$ cat src/rtl/fc_pkg.sv
// Shared types and defaults for the FC weight reader.
package fc_pkg;

  localparam int unsigned FC_ADDR_W     = 9;
  localparam int unsigned FC_DATA_W     = 16;
  localparam int unsigned FC_MAX_PAIRS  = 256;
  localparam int unsigned FC_FIFO_DEPTH = 2;

  typedef enum logic [1:0] {
    StIdle,
    StRun,
    StDrain,
    StDone
  } fc_state_e;

endpackage

$ cat src/rtl/fc_skid_fifo.sv
// Two-entry skid FIFO holding ROM pairs between the read pipeline and the consumer.
module fc_skid_fifo
  import fc_pkg::*;
#(
  parameter int unsigned WIDTH = 2 * FC_DATA_W + 1
) (
  input  logic             i_clk,
  input  logic             i_rst,
  input  logic             i_push,
  input  logic [WIDTH-1:0] i_data,
  input  logic             i_pop,
  output logic             o_valid,
  output logic [WIDTH-1:0] o_data,
  output logic [1:0]       o_count
);

  logic [WIDTH-1:0] r_mem [FC_FIFO_DEPTH];
  logic             r_wptr;
  logic             r_rptr;
  logic [1:0]       r_count;

  always_ff @(posedge i_clk or posedge i_rst) begin
    if (i_rst) begin
      r_mem[0] <= '0;
      r_mem[1] <= '0;
      r_wptr   <= 1'b0;
      r_rptr   <= 1'b0;
      r_count  <= 2'd0;
    end else begin
      if (i_push) begin
        r_mem[r_wptr] <= i_data;
        r_wptr        <= ~r_wptr;
      end
      if (i_pop) begin
        r_rptr <= ~r_rptr;
      end
      r_count <= r_count + {1'b0, i_push} - {1'b0, i_pop};
    end
  end

  assign o_valid = (r_count != 2'd0);
  assign o_data  = r_mem[r_rptr];
  assign o_count = r_count;

endmodule

$ cat src/rtl/fc_weight_reader.sv
// Streams word pairs from a dual-port ROM through a credit-limited skid FIFO.
// Optional FC_READER_CHECKSUM_EN adds a running checksum of accepted pairs.
module fc_weight_reader
  import fc_pkg::*;
#(
  parameter int unsigned ADDR_W = FC_ADDR_W,
  parameter int unsigned DATA_W = FC_DATA_W
) (
  input  logic              clock,
  input  logic              reset,
  input  logic              start,
  input  logic [ADDR_W-1:0] base_addr,
  input  logic [ADDR_W-1:0] num_pairs,
  output logic [ADDR_W-1:0] address_a,
  output logic [ADDR_W-1:0] address_b,
  input  logic [DATA_W-1:0] q_a,
  input  logic [DATA_W-1:0] q_b,
  output logic              out_valid,
  input  logic              out_ready,
  output logic [DATA_W-1:0] out_a,
  output logic [DATA_W-1:0] out_b,
  output logic              out_last,
  output logic              busy,
  output logic              done
`ifdef FC_READER_CHECKSUM_EN
  ,
  output logic [DATA_W-1:0] checksum
`endif
);

  localparam int unsigned FifoW = 2 * DATA_W + 1;

  fc_state_e         r_state;
  logic [ADDR_W-1:0] r_addr;
  logic [ADDR_W-1:0] r_iss_cnt;
  logic              r_primed;
  logic              r_rd_v;
  logic              r_rd_last;
  logic              r_busy;
  logic              r_done;

  logic              w_pop;
  logic              w_issue;
  logic              w_credit;
  logic              w_fifo_valid;
  logic [1:0]        w_fifo_count;
  logic [FifoW-1:0]  w_push_data;
  logic [FifoW-1:0]  w_head;
  logic [ADDR_W-1:0] w_num;

  assign w_num = (num_pairs > ADDR_W'(FC_MAX_PAIRS)) ? ADDR_W'(FC_MAX_PAIRS) : num_pairs;
  assign w_pop = w_fifo_valid & out_ready;

  // A slot freed by this cycle's pop can be reused by the read issued now.
  assign w_credit = ({1'b0, w_fifo_count} + {2'b00, r_rd_v}) < (3'd2 + {2'b00, w_pop});
  assign w_issue  = (r_state == StRun) && r_primed && (r_iss_cnt != '0) && w_credit;

  always_ff @(posedge clock or posedge reset) begin
    if (reset) begin
      r_state   <= StIdle;
      r_addr    <= '0;
      r_iss_cnt <= '0;
      r_primed  <= 1'b0;
      r_busy    <= 1'b0;
      r_done    <= 1'b0;
    end else begin
      r_done <= 1'b0;
      unique case (r_state)
        StIdle: begin
          if (start) begin
            r_addr    <= base_addr;
            r_iss_cnt <= w_num;
            r_primed  <= 1'b0;
            r_busy    <= 1'b1;
            if (w_num == '0) begin
              r_state <= StDone;
              r_done  <= 1'b1;
            end else begin
              r_state <= StRun;
            end
          end
        end
        StRun: begin
          // One settling cycle so the first ROM sample sees the loaded base address.
          r_primed <= 1'b1;
          if (w_issue) begin
            r_addr    <= r_addr + ADDR_W'(2);
            r_iss_cnt <= r_iss_cnt - ADDR_W'(1);
            if (r_iss_cnt == ADDR_W'(1)) begin
              r_state <= StDrain;
            end
          end
        end
        StDrain: begin
          if (w_pop && out_last) begin
            r_state <= StDone;
            r_done  <= 1'b1;
          end
        end
        StDone: begin
          r_state <= StIdle;
          r_busy  <= 1'b0;
        end
        default: r_state <= StIdle;
      endcase
    end
  end

  // The ROM samples r_addr on the issue edge; its data appears on q_a/q_b one cycle later.
  always_ff @(posedge clock or posedge reset) begin
    if (reset) begin
      r_rd_v    <= 1'b0;
      r_rd_last <= 1'b0;
    end else begin
      r_rd_v <= w_issue;
      if (w_issue) begin
        r_rd_last <= (r_iss_cnt == ADDR_W'(1));
      end
    end
  end

  assign w_push_data = {r_rd_last, q_a, q_b};

  fc_skid_fifo #(
    .WIDTH (FifoW)
  ) u_fifo (
    .i_clk   (clock),
    .i_rst   (reset),
    .i_push  (r_rd_v),
    .i_data  (w_push_data),
    .i_pop   (w_pop),
    .o_valid (w_fifo_valid),
    .o_data  (w_head),
    .o_count (w_fifo_count)
  );

`ifdef FC_READER_CHECKSUM_EN
  logic [DATA_W-1:0] r_checksum;

  always_ff @(posedge clock or posedge reset) begin
    if (reset) begin
      r_checksum <= '0;
    end else if ((r_state == StIdle) && start) begin
      r_checksum <= '0;
    end else if (w_pop) begin
      r_checksum <= r_checksum + out_a + out_b;
    end
  end

  assign checksum = r_checksum;
`endif

  assign address_a = r_addr;
  assign address_b = r_addr + ADDR_W'(1);
  assign out_valid = w_fifo_valid;
  assign out_last  = w_head[FifoW-1];
  assign out_a     = w_head[2*DATA_W-1:DATA_W];
  assign out_b     = w_head[DATA_W-1:0];
  assign busy      = r_busy;
  assign done      = r_done;

endmodule

$ cat config.mk
export PLATFORM = sky130hd
export DESIGN_NAME = fc_weight_reader
export DESIGN_NICKNAME = d
export VERILOG_FILES = /design/src/rtl/fc_pkg.sv /design/src/rtl/fc_skid_fifo.sv /design/src/rtl/fc_weight_reader.sv
export SDC_FILE = /design/constraint.sdc
export NUM_CORES = 1
export LEC_CHECK = 0
export BUFFER_PORTS_ARGS = -buffer_cell sky130_fd_sc_hd__buf_2
export CORE_UTILIZATION = 45
export DETAILED_ROUTE_END_ITERATION = 10
export MAX_ROUTING_LAYER = met4
export PLACE_DENSITY = 0.73
export SYNTH_ARGS = -nofsm -noshare
export SYNTH_HDL_FRONTEND = slang
export SYNTH_SLANG_ARGS = --single-unit
$ cat constraint.sdc
create_clock -name clock -period 2.9 [get_ports clock]
set_clock_uncertainty 0.2 [all_clocks]
set_input_delay 0.435 -clock clock [delete_from_list [all_inputs] [get_ports clock]]
set_output_delay 0.435 -clock clock [all_outputs]
set_load 0.01 [all_outputs]
## After elaboration in Yosys (flattened, before gate mapping)

Index checks and enable logic that the tools add are counted.

- Register bits after elaboration: 95
- Input bits: 54
- Output and inout bits: 54
- Word-level logic and storage cells: 80

- Add/sub/neg operators: 7
- Order comparisons: 5
- Equal/unequal tests: 8
- Multiplexer cells: 27
- Bitwise operators: 5
- Reductions and logical operators: 15

Operator list:

| kind | count |
|---|---|
| $mux W33 | 4 |
| $bwmux W66 | 1 |
| $mux W9 | 5 |
| $pmux W9 S2 | 2 |
| $demux W33 S1 | 1 |
| $mux W2 | 5 |
| $add A9 B1 Y9 const B | 1 |
| $add A9 B2 Y9 const B | 1 |
| $eq A9 B1 Y1 const B | 1 |
| $gt A9 B9 Y1 const B | 1 |
| $logic_not A9 Y1 | 1 |
| $reduce_bool A9 Y1 | 1 |
| $sub A9 B1 Y9 const B | 1 |
| $pmux W2 S4 | 1 |
| $ne A2 B2 Y1 const B | 3 |
| $pmux W1 S2 | 3 |
| $reduce_bool A2 Y1 | 3 |
| $logic_and A1 B1 Y1 | 5 |
| $mux W1 | 5 |
| $eq A2 B2 Y1 const B | 2 |
| $ge A2 B2 Y1 const B | 2 |
| $not A1 Y2 | 2 |
| $reduce_and A2 Y1 | 2 |
| $reduce_and A4 Y1 | 1 |
| other kinds (12) | 13 |

## Longest topological paths before layout

- Depth in word-level cells: 7
- Gate-level depth with buffers: 8
- Mapped depth without buffers: 7

## Hierarchy

Synthesis repeated with hierarchy kept, for this count alone.

- Cell total of the unflattened synthesis: 399
- Area total of the unflattened synthesis: 5022.3 um2

By module, submodules not included:

| module | times used | cells each | area each (um2) | seq. area each (um2) |
|---|---|---|---|---|
| fc_skid_fifo | 1 | 192 | 3196.8 | 1751.7 |
| fc_weight_reader | 1 | 207 | 1825.5 | 625.6 |

## Worst setup path before layout

OpenSTA, ideal clock, no wires.

- Path kind: reg-to-reg
- From: reg r_iss_cnt[0]
- To: reg r_state[1]
- Library setup time: 0.079 ns
- Arrival: 1.895 ns
- Data required time: 2.621 ns
- Path slack: 0.726 ns
- Cell stages (with the launch flop): 8
- Buffers on the path: 0
- Clock period less this slack: 2.174 ns
- Cell sequence: dfrtp_1 inv_1 ha_1 or4b_1 nor3_4 nand3_2 a221oi_2 mux2i_1

- Word-level cells in the longest chain between the ends: 5

RTL lines:

| element | line | RTL |
|---|---|---|
| start, declared | fc_weight_reader.sv:35 | `logic [ADDR_W-1:0] r_iss_cnt;` |
| start signal, assigned | fc_weight_reader.sv:72 | `r_iss_cnt <= w_num;` |
| start signal, assigned | fc_weight_reader.sv:88 | `r_iss_cnt <= r_iss_cnt - ADDR_W'(1);` |
| $reduce_bool A9 Y1 | fc_weight_reader.sv:56 | `assign w_issue = (r_state == StRun) && r_primed && (r_iss_cnt != '0) && w_credit;` |
| $logic_and A1 B1 Y1 (2 in a row) | fc_weight_reader.sv:56 |  |
| $ne A2 B2 Y1 (no line) | n/a |  |
| $reduce_and A4 Y1 (no line) * | n/a |  |
| end signal, assigned | fc_weight_reader.sv:60 | `r_state <= StIdle;` |
| end signal, assigned | fc_weight_reader.sv:76 | `r_state <= StDone;` |
| end signal, assigned | fc_weight_reader.sv:79 | `r_state <= StRun;` |
| end, declared | fc_weight_reader.sv:33 | `fc_state_e r_state;` |

Mark *: on every way between the ends. The rest lies on a longest branch, timed or not.
A chain may end at the register's enable or synchronous reset.

## Final worst setup path

- From: reg r_addr[3], in the netlist address_a[3]
- To: out address_b[8]

- Word-level cells in the longest chain between the ends: 1

RTL lines:

| element | line | RTL |
|---|---|---|
| start, declared | fc_weight_reader.sv:34 | `logic [ADDR_W-1:0] r_addr;` |
| start signal, assigned | fc_weight_reader.sv:71 | `r_addr <= base_addr;` |
| start signal, assigned | fc_weight_reader.sv:87 | `r_addr <= r_addr + ADDR_W'(2);` |
| $add A9 B1 Y9 | fc_weight_reader.sv:154 | `assign address_b = r_addr + ADDR_W'(1);` |
| end, declared | fc_weight_reader.sv:15 | `output logic [ADDR_W-1:0] address_b,` |

No other way between the ends.

==> impl_metrics.yaml <==
die:
  rows: 37
  die_w_microns: 105.8
  core_sq_um: 10370
  io_pins: 108
  die_height_microns: 105.8
  initial_core_util_pct: 46.77
  die_area_sq_um: 11200
critical_path:
  crit_arrival_ns: 1.95
  crit_path_end_kind: "output port"
  critPathLaunchType: "flop"
  worstPathMaxFanout: 10
  required_ns: 2.27
  criticalPathCategory: "reg2out"
layout:
  nets: 577
  drive_above_1_share_pct: 46.89
  area.growth.synth_to_final_pct: 18.99
  final_cell_mix: "buf_2 (107), mux2_2 (98), dfrtp_1 (95), nand2_1 (22), inv_1 (15)"
  fin_area_sq_um: 5771
  fin_cells: 650
  final_util_pct: 55.65
  final_common_cell: "buf_2"
  n_antenna_cell: 0
sta:
  period_minus_slack_ns: 2.587
  tightest_slew_ns: 0.8467
  setup_viol: 0
  finalSetupTns_ns: 0
  timing.final.crit_share_pct: 89.20
  fmax_mhz: 386.6
  max_slew_margin_pct: 43.44
  finalHoldViolations: 0
  hold-worst-slack_ns: 0.01710
  drv_slew: 0
  rsz0062_at_grt: "no"
logic_synthesis:
  syn_area_sq_um: 4850
  synth_cell_types: 56
  synth_seq_area_share_pct: 49.02
  synthXorXnorAreaFrac_pct: 1.987
  synth_top_family_by_area: "multiplexers"
  ys.flop_type: "dfrtp_1"
  synth_fa_ha_area_share_pct: 3.612
  synth_edf_count: 0
  yosysWarningCount: 0
  synth_fp_nets: 471
  syn_inst: 403
  synthArstFlopShare_pct: 100.0
  synth_compound_area_share_pct: 8.153
  yosys.area_share.simple_pct: 9.520
  ys_ff_latch: 95
  synth_mux_area_share_pct: 24.48
  synth.avg_cell_area_sq_um: 12.03
route:
  vias_per_cell: 5.512
  vias: 3583
  wl_microns: 10560
  drtIter0Drc: 173
  drc: 0
  avgRoutedWirePerCell_microns: 16.25
  final_antenna_net_count: 0
  firstDrtPassIters: 4
cts:
  cts_sinks: 95
  cts_tree: "done"
  cts_max_path_buffers: 2
  h-tree-depth: 3
  clkLatencyLatePin_ns: 0.36
  cts_inserted_buffers: 9
  cts_resized: 0
  cts_setup_buffers: 0
  clk_pin_slew_ns: 0.10
  cts_hold_buf: 0
  root_buffer: "clkbuf_8"
power_and_ir_drop:
  power.leakage_nw: 2.605
  ir_worst_vdd_mv: 0.5025
  power_density_nw_per_um2: 1194
grt:
  grt_pass1_wl_microns: 17510
  grtUsageTotal_pct: 20.45
  grt_max_degree: 41
  antenna_found_initial: 0
  grt_overflow: 0
  first_global_vias: 3518
outcome:
  outcome: "finished clean"
placement:
  place_area_sq_um: 5565
  gp_congestion: 0.8969
  port_buffers: 107
  placed_cells: 634
  dp_hpwl_microns: 7607
flow_run:
  drv_cap: 0
min_path:
  hold_path.class: "in2async"
==> path summary, 6_finish.rpt <==
path,endpoint,cells after the start,start,slack (ns)
max reg2reg,address_a[3],7,r_rd_v,0.34
min,address_a[0],2,reset,0.02
min in group clock,u_fifo.r_mem[8],2,q_b[8],0.11
min reg2reg,u_fifo.r_mem[32],2,u_fifo.r_mem[32],0.29
max,address_b[8],5,address_a[3],0.31
max in group asynchronous,u_fifo.r_mem[8],3,reset,1.73
==> state kept, by name, indices dropped and copies added, names as in the netlist, 2 cells and up <==
register,cells
u_fifo.r_mem,66
r_iss_cnt,9
u_fifo.o_count,2
r_state,2
address_a,9
==> critical path, cell delays in order (launching register included) <==
cell     delay (ns)
dfrtp_1        0.57
and3_1         0.31
and2_1         0.24
nand4_1        0.16
xnor2_1        0.16
buf_2          0.14
==> final cells by class <==
| type | count | area [sq um] |
|---|---|---|
| Clock inverter | 6 | 67.56 |
| Multi-Input combinational cell | 269 | 2323 |
| Sequential cell | 95 | 2377 |
| Tap cell | 136 | 170.2 |
| Timing Repair Buffer | 118 | 630.6 |
| Fill cell | 875 | 4599 |
| Clock buffer | 10 | 137.6 |
| Inverter | 16 | 63.81 |
==> through the flow <==
stage,power (mW),worst slack [ns]
after floorplan,4.918,0.7255
after global placement,5.874,0.4443
after detailed placement,6.016,0.3984
after CTS,6.932,0.3265
after global routing,7.389,0.1808
final,6.888,0.3132
==> where the power goes <==
part           switching, mW  total (mW)  leakage, nW  internal (mW)
registers              0.526        2.52         1.14           1.99
logic                   1.67        3.46         1.37           1.79
clock network          0.483       0.909       0.0989          0.425
==> cell usage after synthesis (all sizes together) (2+ instances only) <==
cell type | n | area (sq um)
nand3 | 13 | 70.07
a211o | 2 | 17.52
a21oi | 7 | 38.79
nor2b | 4 | 25.02
nand2 | 22 | 82.58
dfrtp | 95 | 2377
mux2i | 5 | 50.05
o21ai | 16 | 91.34
ha | 14 | 175.2
a221oi | 2 | 23.77
o22ai | 3 | 18.77
xnor2 | 9 | 78.83
nor4 | 5 | 31.28
nor2 | 8 | 30.03
and3 | 2 | 12.51
o211ai | 2 | 15.01
nor3b | 2 | 15.01
a32o | 2 | 20.02
xor2 | 2 | 17.52
a221o | 2 | 20.02
inv | 16 | 60.06
a311oi | 2 | 17.52
mux2 | 101 | 1137
o31ai | 2 | 15.01
nand2b | 2 | 12.51
nor3 | 8 | 51.30
and2 | 4 | 25.02
nand4 | 4 | 25.02
or3 | 2 | 12.51
o32ai | 2 | 17.52
o21a | 2 | 15.01
buf | 7 | 36.28
a41oi | 5 | 43.79
clkbuf | 16 | 60.06
==> cells by family after synthesis <==
group	after synthesis
multiplexers	106
flip-flops	95
AND/OR/NAND/NOR	84
AO/OA/AOI/OAI	54
buffers and inverters	39
adder cells (fa/ha/maj)	14
XOR/XNOR	11
==> metal layers <==
layer	vias to the layer above	part of all wire, %	global-route usage (%)
met3	18	5.3	3.463
met1	1761	45	26.24
met5	-	0	-
met2	126	47	32.07
met4	0	2.4	8.631
li1	1678	-	-
No activity file was read; power rests on OpenSTA's default activity.
